### src/rtl/master_port_pkg.sv
`default_nettype none
// ============================================================================
// Module   : master_port_pkg
// Brief    : Shared serial-bus package: port FSM state encoding, default
//            address/data widths and bit-counter sizing helper.
// Revision : 1.0 - initial release
// ============================================================================
package master_port_pkg;

    localparam int c_DEF_ADDR_WIDTH = 12;
    localparam int c_DEF_DATA_WIDTH = 8;

    typedef enum logic [2:0] {
        S_IDLE  = 3'd0,
        S_REQ   = 3'd1,
        S_ADDR  = 3'd2,
        S_WDATA = 3'd3,
        S_WAIT  = 3'd4,
        S_RDATA = 3'd5,
        S_SPLIT = 3'd6,
        S_DONE  = 3'd7
    } state_t;

    // Counter must hold the longest serial field length.
    function automatic int bit_cnt_width(input int a, input int d);
        return $clog2(((a > d) ? a : d) + 1);
    endfunction

endpackage
`default_nettype wire

### src/rtl/master_port_piso_sipo.sv
`default_nettype none
// ============================================================================
// Module   : master_port_piso_sipo
// Brief    : Serial shift unit: address/write-data PISO, read-data SIPO and
//            shared bit counter, all LSB first.
// Revision : 1.0 - initial release
// ============================================================================
module master_port_piso_sipo
    import master_port_pkg::*;
#(
    parameter int ADDR_WIDTH = c_DEF_ADDR_WIDTH,
    parameter int DATA_WIDTH = c_DEF_DATA_WIDTH,
    parameter int CNT_WIDTH  = 4
) (
    input  logic                  clk,
    input  logic                  rst,
    input  logic                  load,
    input  logic [ADDR_WIDTH-1:0] addr,
    input  logic [DATA_WIDTH-1:0] wdata,
    input  logic                  tx_shift,
    input  logic                  tx_sel_data,
    input  logic                  rx_shift,
    input  logic                  rx_bit,
    input  logic                  cnt_clr,
    output logic                  tx_bit,
    output logic [DATA_WIDTH-1:0] rdata,
    output logic [CNT_WIDTH-1:0]  cnt
);

    logic [ADDR_WIDTH-1:0] r_addr_sr;
    logic [DATA_WIDTH-1:0] r_wdata_sr;
    logic [DATA_WIDTH-1:0] r_rdata;
    logic [CNT_WIDTH-1:0]  r_cnt;

    always_ff @(posedge clk or posedge rst) begin
        if (rst) begin
            r_addr_sr  <= '0;
            r_wdata_sr <= '0;
            r_rdata    <= '0;
            r_cnt      <= '0;
        end else begin
            if (load) begin
                r_addr_sr  <= addr;
                r_wdata_sr <= wdata;
            end else if (tx_shift) begin
                if (tx_sel_data) r_wdata_sr <= {1'b0, r_wdata_sr[DATA_WIDTH-1:1]};
                else             r_addr_sr  <= {1'b0, r_addr_sr[ADDR_WIDTH-1:1]};
            end
            // First received bit ends up in bit 0 after DATA_WIDTH shifts.
            if (rx_shift) r_rdata <= {rx_bit, r_rdata[DATA_WIDTH-1:1]};
            if (cnt_clr)                   r_cnt <= '0;
            else if (tx_shift || rx_shift) r_cnt <= r_cnt + 1'b1;
        end
    end

    assign tx_bit = tx_sel_data ? r_wdata_sr[0] : r_addr_sr[0];
    assign rdata  = r_rdata;
    assign cnt    = r_cnt;

endmodule
`default_nettype wire

### src/rtl/master_port.sv
`default_nettype none
// ============================================================================
// Module   : master_port
// Brief    : Serial bus master port: arbitration, serial address/data
//            transfer, split handling. Option: MASTER_PORT_TIMEOUT_EN adds a
//            REQ/WAIT cycle timeout.
// Revision : 1.0 - initial release
// ============================================================================
module master_port
    import master_port_pkg::*;
#(
    parameter int ADDR_WIDTH = c_DEF_ADDR_WIDTH,
    parameter int DATA_WIDTH = c_DEF_DATA_WIDTH,
    parameter int TIMEOUT    = 255
) (
    input  logic                  clk,
    input  logic                  rst,
    input  logic                  dvalid,
    input  logic                  dmode,
    input  logic [ADDR_WIDTH-1:0] daddr,
    input  logic [DATA_WIDTH-1:0] dwdata,
    output logic                  dready,
    output logic                  dack,
    output logic [DATA_WIDTH-1:0] drdata,
    output logic                  derr,
    output logic                  breq,
    input  logic                  bgrant,
    input  logic                  msplit,
    output logic                  mout,
    output logic                  mvalid,
    output logic                  mmode,
    input  logic                  min,
    input  logic                  mvalid_in,
    input  logic                  sready
);

    localparam int c_CNT_W = bit_cnt_width(ADDR_WIDTH, DATA_WIDTH);

    state_t               r_state;
    state_t               w_next;
    logic                 r_mode;
    logic                 r_derr;
    logic                 w_err;
    logic                 w_load;
    logic                 w_tx_shift;
    logic                 w_rx_shift;
    logic                 w_cnt_clr;
    logic                 w_tx_bit;
    logic                 w_tmo;
    logic [c_CNT_W-1:0]   w_cnt;
    logic                 w_addr_last;
    logic                 w_data_last;

    master_port_piso_sipo #(
        .ADDR_WIDTH (ADDR_WIDTH),
        .DATA_WIDTH (DATA_WIDTH),
        .CNT_WIDTH  (c_CNT_W)
    ) u_shift (
        .clk         (clk),
        .rst         (rst),
        .load        (w_load),
        .addr        (daddr),
        .wdata       (dwdata),
        .tx_shift    (w_tx_shift),
        .tx_sel_data (r_state == S_WDATA),
        .rx_shift    (w_rx_shift),
        .rx_bit      (min),
        .cnt_clr     (w_cnt_clr),
        .tx_bit      (w_tx_bit),
        .rdata       (drdata),
        .cnt         (w_cnt)
    );

    assign w_addr_last = (w_cnt == c_CNT_W'(ADDR_WIDTH - 1));
    assign w_data_last = (w_cnt == c_CNT_W'(DATA_WIDTH - 1));
    assign w_cnt_clr   = (w_next != r_state);

`ifdef MASTER_PORT_TIMEOUT_EN
    localparam int c_TMO_W = $clog2(TIMEOUT + 1);
    logic [c_TMO_W-1:0] r_tmo;
    logic               w_tmo_state;

    assign w_tmo_state = (r_state == S_REQ) || (r_state == S_WAIT);

    always_ff @(posedge clk or posedge rst) begin
        if (rst)                    r_tmo <= '0;
        else if (w_next != r_state) r_tmo <= '0;
        else if (w_tmo_state)       r_tmo <= r_tmo + 1'b1;
    end

    assign w_tmo = w_tmo_state && (r_tmo == c_TMO_W'(TIMEOUT - 1));
`else
    assign w_tmo = 1'b0;
`endif

    always_ff @(posedge clk or posedge rst) begin
        if (rst) begin
            r_state <= S_IDLE;
            r_mode  <= 1'b0;
            r_derr  <= 1'b0;
        end else begin
            r_state <= w_next;
            r_derr  <= w_err;
            if (w_load) r_mode <= dmode;
        end
    end

    always_comb begin
        w_next     = r_state;
        w_err      = 1'b0;
        w_load     = 1'b0;
        w_tx_shift = 1'b0;
        w_rx_shift = 1'b0;
        case (r_state)
            S_IDLE: begin
                if (dvalid) begin
                    w_load = 1'b1;
                    w_next = S_REQ;
                end
            end
            S_REQ: begin
                if (bgrant) w_next = S_ADDR;
                else if (w_tmo) begin
                    w_err  = 1'b1;
                    w_next = S_IDLE;
                end
            end
            S_ADDR, S_WDATA: begin
                // Split is only honoured in WAIT/RDATA; here it merely masks the grant loss.
                if (!bgrant && !msplit) begin
                    w_err  = 1'b1;
                    w_next = S_IDLE;
                end else begin
                    w_tx_shift = 1'b1;
                    if (r_state == S_ADDR && w_addr_last)
                        w_next = r_mode ? S_WDATA : S_WAIT;
                    else if (r_state == S_WDATA && w_data_last)
                        w_next = S_WAIT;
                end
            end
            S_WAIT: begin
                if (msplit) w_next = S_SPLIT;
                else if (!bgrant) begin
                    w_err  = 1'b1;
                    w_next = S_IDLE;
                end else if (sready) w_next = r_mode ? S_DONE : S_RDATA;
                else if (w_tmo) begin
                    w_err  = 1'b1;
                    w_next = S_IDLE;
                end
            end
            S_RDATA: begin
                if (msplit) w_next = S_SPLIT;
                else if (!bgrant) begin
                    w_err  = 1'b1;
                    w_next = S_IDLE;
                end else if (mvalid_in) begin
                    w_rx_shift = 1'b1;
                    if (w_data_last) w_next = S_DONE;
                end
            end
            S_SPLIT: begin
                if (!msplit && bgrant) w_next = S_RDATA;
            end
            S_DONE:  w_next = S_IDLE;
            default: w_next = S_IDLE;
        endcase
    end

    assign dready = (r_state == S_IDLE);
    assign dack   = (r_state == S_DONE);
    assign derr   = r_derr;
    assign breq   = (r_state != S_IDLE) && (r_state != S_DONE);
    assign mvalid = (r_state == S_ADDR) || (r_state == S_WDATA);
    assign mout   = mvalid & w_tx_bit;
    assign mmode  = breq & r_mode;

endmodule
`default_nettype wire

### config.mk
export PLATFORM = sky130hd
export DESIGN_NAME = master_port
export DESIGN_NICKNAME = d
export VERILOG_FILES = /design/src/rtl/master_port_pkg.sv /design/src/rtl/master_port_piso_sipo.sv /design/src/rtl/master_port.sv
export SDC_FILE = /design/constraint.sdc
export NUM_CORES = 1
export LEC_CHECK = 0
export ABC_CLOCK_PERIOD_IN_PS = 4500
export CAP_MARGIN = 20
export CELL_PAD_IN_SITES_DETAIL_PLACEMENT = 2
export CELL_PAD_IN_SITES_GLOBAL_PLACEMENT = 2
export CORE_ASPECT_RATIO = 1.25
export CORE_UTILIZATION = 33
export DETAILED_ROUTE_END_ITERATION = 6
export PLACE_DENSITY_LB_ADDON = 0.1
export SETUP_SLACK_MARGIN = 0.3
export SYNTH_ARGS = -nofsm -noshare
export SYNTH_HDL_FRONTEND = slang
export SYNTH_HIERARCHICAL = 1
export SYNTH_SLANG_ARGS = --single-unit
### constraint.sdc
create_clock -name clk -period 4.5 [get_ports clk]
set_input_delay 0.675 -clock clk [delete_from_list [all_inputs] [get_ports clk]]
set_output_delay 0.675 -clock clk [all_outputs]
set_load 0.02 [all_outputs]
==> flow_summary.ini, run 1 <==
[status]
status = finished, final reports clean

[critical_path]
cp.buffers_inverters = 1
regToRegStartpoint = r_state[2]$_DFF_PP0_
cpPeakStageDelay_ns = 0.61
critPathTopFamily = flip-flops
critPathKind = register to primary output
r2r_cells = 6
cpMaxStageDelayCell = dfrtp_1
worstSetupStartpointType = register
crit_chain = nand2_1 -> nor2_1 -> mux2_2 -> and2_1 -> clkdlybuf4s50_1
critPathLaunch = r_state[1]$_DFF_PP0_
crit_fanout = 12
critPathRequiredTime_ns = 3.83
end_kind = primary output
worst-path-stages = 5
arrival_ns = 2.33

[logic_synthesis]
synthArstFlopShare = 1.00
synthTopCellsByCount = 37 x dfrtp_1, 31 x nand2_1, 18 x mux2i_1, 18 x o21ai_0, 10 x mux2_2
synth_edf_count = 0
ys_seq_elements = 37
synth_top_area_cell = dfrtp_1
synth_most_common_cell = dfrtp_1
synthCells = 187
syn_area_per_cell_sq_um = 10.0
synth_top_area_frac = 0.493
yosys-top-cells-area = dfrtp_1 49%, mux2i_1 9.6%, nand2_1 6.2%
syn-cell-area_sq_um = 1880
syn-num-nets = 217
synth_cell_types = 41
synth_warnings = 6
synth-seq-area-share = 0.493
ys.flop_type = dfrtp_1

[clocking]
path_clk_slew_ns = 0.08
cts_buffers = 5
holdBufCountCts = 0
cts_sinks = 37
cts_resized = 0
htreeDepth = 2
root_buffer = clkbuf_8
cts_setup_buffers = 0
cts_tree = done
clk_latency_ns = 0.29
cts_buffer_depth = 2

[final_layout]
nNetsFinal = 259
drive_gt1_frac = 0.122
area_growth_syn_to_layout_pct = 30.8
nFillCells = 576
diodes = 0

[drt]
routed_via_density = 5.26
firstDrtPassIters = 4
avgRoutedWirePerCell_um = 17.0
drc = 0
antenna_left = 0
drt_iter0_drc = 52
routed_wl_um = 5010
via_count = 1545

[timing]
slew_viol_final = 0
setup_ws_ns = 1.49
clock_skew_ns = 0.00662
fmax_mhz = 332
hold_viol_final = 0
tns_ns = 0
rsz0062_at_grt = false
setup_viol = 0
period_needed_ns = 3.01
relSlewSlack = 0.603
tightestPinTransition_ns = 0.593
post-route-period-util = 0.669

[placed_design]
port_buffers = 43
pre_cts_ws_ns = 1.67
gp_congestion = 0.829
dp_hpwl_um = 3800

[floorplanning]
row_count = 30
die_x_um = 69.5
coreArea_sq_um = 5440
dieArea_sq_um = 6000
start_util = 0.345
ios = 44
dieHeight_um = 86.4

[pwr]
ir_worst_vdd_mv = 0.204
p_leak_nw = 1.10
p_total_mw = 1.32
p_per_area_nw_per_um2 = 538

[hold_path]
hp-start = u_shift/rdata[0]$_DFFE_PP0P_
hold_path_class = register to register
hold_depth = 1

[global_routing]
grt_max_degree = 43
grt_pass1_vias = 1712
grt_first_pass_wirelength_um = 8250
grtUsageTotal = 0.177
grt.overflow.total = 0
antenna_found_initial = 0

[flow_run]
maxCapViolations = 0
[metal layers]
| layer | up-vias | global-route usage | routed length [um] |
|---|---|---|---|
| li1 | 727 | - | - |
| met1 | 786 | 0.193 | 1980 |
| met2 | 25 | 0.340 | 2830 |
| met3 | 7 | 0.0326 | 129 |
| met4 | 0 | 0.0668 | 74 |
| met5 | - | 0 | 0 |
[metrics by stage]
step | instance area [sq um] | cells | util | hold WS, ns
2_1_floorplan | 1880 | 187 | - | 0.454
3_3_place_gp | 2350 | 286 | 0.431 | 0.491
3_5_place_dp | 2350 | 286 | 0.431 | 0.524
4_1_cts | 2460 | 294 | 0.452 | 0.541
5_1_grt | 2460 | 294 | 0.452 | 0.566
6_report | 2460 | 294 | 0.452 | 0.525
[sequential cells by signal, indices dropped and copies added, names as in the netlist]
register / cells
u_shift/rdata: 8
u_shift/r_wdata_sr: 8
u_shift/cnt: 4
u_shift/r_addr_sr: 12
derr: 1
r_state: 3
r_mode: 1
[power by group]
group / internal [mW] / switching [mW] / leakage, nW
Sequential: 0.437 / 0.0933 / 0.482
Clock: 0.166 / 0.127 / 0.0585
Combinational: 0.224 / 0.276 / 0.563
[path summary, 6_finish.rpt]
kind / endpoint / slack (ns)
worst max register to register: u_shift/cnt[1]$_DFFE_PP0P_ / 2.19
worst min register to register: u_shift/rdata[0]$_DFFE_PP0P_ / 0.52
min in group asynchronous: r_mode$_DFFE_PP0P_ / 0.65
worst min-delay path: u_shift/rdata[0]$_DFFE_PP0P_ / 0.52
worst max-delay path: mout / 1.49
max in group asynchronous: u_shift/r_addr_sr[7]$_DFFE_PP0P_ / 3.37
[layout by cell type, fill, tap and decap left out, drive strengths merged, types with 5 or more instances in the layout]
cell type,instances
a21oi,5
clkbuf,5
clkdlybuf4s50,43
dfrtp,37
inv,7
mux2,10
mux2i,18
nand2,32
nor2,8
nor3,7
o21ai,25
[cell type report]
class / count / area [sq um] / share of cell area
Clock buffer: 5 / 68.8 / 0.0280
Clock inverter: 3 / 43.8 / 0.0178
Inverter: 6 / 22.5 / 0.00916
Multi-Input combinational cell: 134 / 872 / 0.355
Sequential cell: 37 / 926 / 0.377
Tap cell: 64 / 80.1 / 0.0326
Timing Repair Buffer: 45 / 445 / 0.181
[logic make-up (layout without fill, tap and decap cells)]
logic type	Yosys count	count (layout)	synth area share
compound gates	38	38	0.115
xor+xnor	3	3	0.0140
fa+ha+maj	1	1	0.00666
buf+inv	16	59	0.0433
flops	37	37	0.493
mux	28	28	0.156
simple gates	64	64	0.172
Power figures use the tool's default switching activity.
==> run 2, diff against run 1 <==
Settings changed: ABC_CLOCK_PERIOD_IN_PS 4500 to 2500, CORE_UTILIZATION 33 to 27.
Clock period 4.5 ns to 2.5 ns, I/O delays scaled along.
==> run 2 against run 1 <==
Die area rose by 22%; utilization decreased by 6.8 points; highest routed layer unchanged; sequential share of layout area is 1.4 points lower; largest cell class unchanged; total power rose by 84%; count of clock-buffer cells in the layout rose by 2; sequential cell count did not move; worst hold slack got worse by 0.18 ns; critical endpoint unchanged.
==> flow_summary.ini, run 2 (same netlist as run 1, synthesis figures left out) <==
[status]
status = finished, final reports clean

[global_routing]
grt.overflow.total = 0
antenna_found_initial = 0
grt_pass1_vias = 1736
grt_max_degree = 43
grtUsageTotal = 0.154
grt_first_pass_wirelength_um = 8550

[critical_path]
critPathKind = register to primary output
crit_fanout = 10
end_kind = primary output
worstSetupStartpointType = register
critPathRequiredTime_ns = 2.12
arrival_ns = 1.76

[drt]
drt_iter0_drc = 21
firstDrtPassIters = 4
routed_via_density = 4.74
drc = 0
via_count = 1527
routed_wl_um = 5080
antenna_left = 0
avgRoutedWirePerCell_um = 15.8

[floorplanning]
ios = 44
dieHeight_um = 95.3
row_count = 33
start_util = 0.283
dieArea_sq_um = 7300
coreArea_sq_um = 6650
die_x_um = 76.6

[pwr]
switchingPower_mw = 0.903
p_leak_nw = 1.17
swShare = 0.371
clockPowerShare = 0.219
intPower_mw = 1.53
p_per_area_nw_per_um2 = 952
power_frac_comb = 0.411
seqPwrFrac = 0.370
ir_worst_vdd_mv = 0.318

[final_layout]
area_growth_syn_to_layout_pct = 35.9
final_core_util = 0.384
nNetsFinal = 264
fin_area_sq_um = 2550
drive_gt1_frac = 0.149
mostFrequentLayoutCells = 37 x dfrtp_1, 37 x clkdlybuf4s50_1, 31 x nand2_1, 18 x o21ai_0, 18 x mux2i_1
largest_reg_flops = 12
diodes = 0
top_register = u_shift/r_addr_sr

[hold_path]
hold_path_class = primary input to asynchronous set/reset pin

[clocking]
cts_tree = done
root_buffer = clkbuf_8
htreeDepth = 2
cts_buffers = 5
cts_sinks = 37
path_clk_slew_ns = 0.07
holdBufCountCts = 0
cts_buffer_depth = 2
clk_latency_ns = 0.28

[timing]
holdWs_ns = 0.341
period_needed_ns = 2.13
fmax_mhz = 468
slew_viol_final = 0
post-route-period-util = 0.854
rsz0062_at_grt = true
hold_viol_final = 0
setup_viol = 0
relSlewSlack = 0.716
clock_skew_ns = 0.00587
tns_ns = 0
tightestPinTransition_ns = 0.426

[placed_design]
placed_area_sq_um = 2410
dp_hpwl_um = 3940
port_buffers = 43
gp_congestion = 0.822

[flow_run]
maxCapViolations = 0
run 2: worst paths after layout:
path                                              startpoint                      endpoint  slack [ns]  cells past startpoint
worst max-delay path                    r_state[2]$_DFF_PP0_                          mout        0.37                      5
worst min-delay path                                     rst            r_mode$_DFFE_PP0P_        0.34                      2
worst max register to register          r_state[2]$_DFF_PP0_    u_shift/cnt[0]$_DFFE_PP0P_        0.46                      7
worst min register to register  u_shift/rdata[0]$_DFFE_PP0P_  u_shift/rdata[0]$_DFFE_PP0P_        0.53                      1
max in group asynchronous                                rst    u_shift/cnt[0]$_DFFE_PP0P_        1.64                      3
min in group clk                u_shift/rdata[0]$_DFFE_PP0P_  u_shift/rdata[0]$_DFFE_PP0P_        0.53                      1
run 2: critical path: stages, from the launching register on:
cell           delay (ns)
dfrtp_1              0.43
buf_4                0.20
nand2b_1             0.25
inv_1                0.12
and2_1               0.17
dlygate4sd2_1        0.31
run 2: power by group through the flow:
stage | logic (mW) | clock network (mW) | registers, mW
2_1_floorplan | 0.700 | 0 | 0.876
3_3_place_gp | 0.964 | 0 | 0.904
3_5_place_dp | 1.02 | 0 | 0.918
4_1_cts | 1.02 | 0.557 | 0.906
5_1_grt | 1.12 | 0.573 | 0.922
6_report | 1.00 | 0.532 | 0.900
run 2: timing repair:
action,in CTS,in global routing
setup endpoints to repair,8,6
buffers inserted,0,0
gates resized for setup,7,4
pin swaps,0,1
endpoints found under the hold margin,0,0
run 2: area by class of cell:
class | instances | area [sq um]
Fill cell | 727 | 4090
Inverter | 6 | 22.5
Clock buffer | 7 | 86.3
Multi-Input combinational cell | 134 | 897
Clock inverter | 1 | 30.0
Sequential cell | 37 | 926
Tap cell | 87 | 109
Timing Repair Buffer | 50 | 483
run 2: layer usage:
metal,GRT usage,wire [um],vias to the layer above
met5,0,0,-
met4,0.0641,100,0
met3,0.0287,119,9
met2,0.295,2820,31
met1,0.165,2040,749
li1,-,-,738
run 2: metrics by stage:
| stage | instances | power [mW] | worst slack, ns |
|---|---|---|---|
| finish | 322 | 2.43 | 0.365 |
| global route | 322 | 2.61 | 0.250 |
| detailed placement | 314 | 1.94 | 0.113 |
| CTS | 322 | 2.48 | 0.310 |
| global placement | 314 | 1.87 | 0.299 |
| floorplan | 187 | 1.58 | 0.755 |
==> run 3, diff against run 2 <==
Settings changed: ABC_AREA from default to 1, ABC_CLOCK_PERIOD_IN_PS 2500 to 2400, CORE_UTILIZATION 27 to 28, GPL_TIMING_DRIVEN from default to 0.
Clock period 2.5 ns to 2.4 ns, I/O delays scaled along.
==> run 3 against run 2 <==
Synthesized cell count grew 39%; critical path depth grew 2; non-clock buffer count grew 4; sequential share of layout area shrank 1.6 points; combinational power grew 42%; worst hold slack lost 0.035 ns; total power grew 26%; count of clock-buffer cells in the layout is the same; setup slack gained 0.11 ns; via count grew 23%; global-route usage grew 1.2 points; utilization grew 1.6 points; highest routed layer unchanged.
==> flow_summary.ini, run 3 <==
[logic_synthesis]
synth_most_common_cell = nand2_1
synth-seq-area-share = 0.471
synth_top_area_cell = dfrtp_1
synthArstFlopShare = 1.00
synth_cell_types = 27
synthCells = 260
syn-cell-area_sq_um = 1960
yosys-top-cells-area = dfrtp_1 47%, nand2_1 19%, nand3_1 6.4%
syn-num-nets = 290
synth_edf_count = 0
synth_top_area_frac = 0.471
ys.flop_type = dfrtp_1
synthTopCellsByCount = 102 x nand2_1, 37 x dfrtp_1, 25 x nand3_1
ys_seq_elements = 37
synth_warnings = 6
syn_area_per_cell_sq_um = 7.56

[global_routing]
antenna_found_initial = 0
grt_first_pass_wirelength_um = 9470
grt_max_degree = 18
grtUsageTotal = 0.165
grt_pass1_vias = 2015
grt.overflow.total = 0

[final_layout]
largest_reg_flops = 12
mostFrequentLayoutCells = 102 x nand2_1, 37 x clkdlybuf4s50_1, 35 x dfrtp_1, 25 x nand3_1, 24 x nor2_1
diodes = 0
final_core_util = 0.400
mostFrequentLayoutCell = nand2_1
top_register = u_shift/r_addr_sr
area_growth_syn_to_layout_pct = 36.2
drive_gt1_frac = 0.137
nNetsFinal = 344
nFillCells = 801
final-seq-area_sq_um = 928
final_cells = 402
multi_input_area_sq_um = 897

[critical_path]
critPathKind = register to primary output
crit_fanout = 8
critPathRequiredTime_ns = 2.04
rr_endpoint = u_shift/r_wdata_sr[3]$_DFFE_PP0P_
regToRegStartpoint = r_state[2]$_DFF_PP0_
worstSetupStartpointType = register
arrival_ns = 1.56
end_kind = primary output
critPathLaunch = r_state[2]$_DFF_PP0_
endpoint = mout
r2r_setup_slack_ns = 0.48
r2r_cells = 9

[pwr]
seqPwrFrac = 0.349
power_frac_comb = 0.464
p_per_area_nw_per_um2 = 1150
intPower_mw = 1.79
clockPowerShare = 0.188
ir_worst_vdd_mv = 0.390
switchingPower_mw = 1.28
p_leak_nw = 1.31
swShare = 0.417

[timing]
post-route-period-util = 0.801
fmax_mhz = 520
tns_ns = 0
slew_viol_final = 0
clock_skew_ns = 0.00740
setup_viol = 0
rsz0062_at_grt = false
relSlewSlack = 0.483
period_needed_ns = 1.92
hold_viol_final = 0
tightestPinTransition_ns = 0.775

[drt]
drc = 0
antenna_left = 0
routed_via_density = 4.66
drt_iter0_drc = 66
avgRoutedWirePerCell_um = 13.9
firstDrtPassIters = 4
via_count = 1874
routed_wl_um = 5580

[placed_design]
port_buffers = 43
dp_hpwl_um = 4260
gp_congestion = 0.750
dp_cells = 391

[floorplanning]
coreArea_sq_um = 6690
dieArea_sq_um = 7360
row_count = 33
die_x_um = 76.9
dieHeight_um = 95.6
start_util = 0.294
ios = 44

[clocking]
cts_sinks = 37
clk_latency_ns = 0.29
cts_buffer_depth = 2
cts_tree = done
cts_buffers = 5
htreeDepth = 2
root_buffer = clkbuf_8
path_clk_slew_ns = 0.07

[flow_run]
maxCapViolations = 0

[hold_path]
hold_path_class = primary input to asynchronous set/reset pin

[status]
status = finished, final reports clean
-- run 3: cell types whose count changed after synthesis, sizes merged, moves of 4 or more --
| cell | previous run | this run |
|---|---|---|
| nand2 | 32 | 106 |
| nor2 | 8 | 26 |
| inv | 6 | 25 |
| mux2i | 18 | 0 |
| nand3 | 1 | 32 |
| mux2 | 10 | 0 |
| o21ai | 25 | 11 |
| nand2b | 4 | 0 |
| nor3 | 7 | 2 |
-- run 3: kinds of logic (layout without fill, tap and decap cells) --
family	after synthesis	in the layout	synth area share
adders and majority gates	1	1	0.00637
AOI/OAI and AO/OA	19	19	0.0573
buffers and inverters	33	88	0.0752
and+or+nand+nor	170	170	0.390
DFF	37	37	0.471
-- run 3: stage by stage --
stage	setup WS [ns]	hold WS, ns	instance area [sq um]	total power, mW
after detailed placement	0.119	0.472	2530	2.52
after CTS	0.279	0.307	2650	3.09
after global placement	0.235	0.456	2500	2.45
after floorplan	0.564	0.139	1960	1.96
after global routing	0.313	0.333	2680	3.33
final	0.479	0.306	2680	3.07
-- run 3: per-layer routing --
| metal | routed length [um] | global-route usage | vias to the layer above |
|---|---|---|---|
| met5 | 0 | 0 | - |
| met4 | 72 | 0.0577 | 0 |
| met3 | 102 | 0.0287 | 6 |
| met2 | 2970 | 0.307 | 24 |
| met1 | 2440 | 0.190 | 925 |
| li1 | - | - | 919 |
-- run 3: power by group through the flow --
stage | sequential, mW | clock, mW | combinational (mW)
after floorplan | 1.11 | 0 | 0.850
after global placement | 1.07 | 0 | 1.38
after detailed placement | 1.08 | 0 | 1.44
after CTS | 1.07 | 0.596 | 1.42
after global routing | 1.11 | 0.616 | 1.60
final | 1.07 | 0.576 | 1.42
-- run 3: cell type report --
| cell class | instances | area share |
|---|---|---|
| clock inverter | 1 | 0.0112 |
| multi-input combinational | 190 | 0.335 |
| inverter | 26 | 0.0370 |
| clock buffer | 7 | 0.0323 |
| tap | 87 | 0.0407 |
| timing repair buffer | 47 | 0.178 |
| sequential | 37 | 0.347 |
| buffer | 7 | 0.0182 |
-- run 3: what timing repair did --
action / CTS / global route
pin swaps: 0 / 1
hold buffers: 0 / 0
endpoints found under the setup margin: 5 / 5
gates resized for setup: 6 / 6
buffers inserted: 0 / 3
-- run 3: worst min path at each step --
| stage | startpoint | endpoint | slack, ns | cells past startpoint |
|---|---|---|---|---|
| 2_1_floorplan | rst | derr$_DFF_PP0_ | 0.14 | 1 |
| 3_3_place_gp | u_shift/r_addr_sr[11]$_DFFE_PP0P_ | u_shift/r_addr_sr[11]$_DFFE_PP0P_ | 0.46 | 2 |
| 3_5_place_dp | u_shift/r_wdata_sr[7]$_DFFE_PP0P_ | u_shift/r_wdata_sr[7]$_DFFE_PP0P_ | 0.47 | 2 |
| 4_1_cts | rst | r_mode$_DFFE_PP0P_ | 0.31 | 2 |
| 5_1_grt | rst | r_mode$_DFFE_PP0P_ | 0.33 | 2 |
| 6_report | rst | r_mode$_DFFE_PP0P_ | 0.31 | 2 |
-- run 3: critical path, stage by stage, from the launching register on --
cell and delay (ns):
dfrtp_1 0.37, buf_4 0.17, clkinv_2 0.11, nand3_2 0.13, nand2_1 0.13, inv_1 0.06, nor2_1 0.11, clkbuf_2 0.18
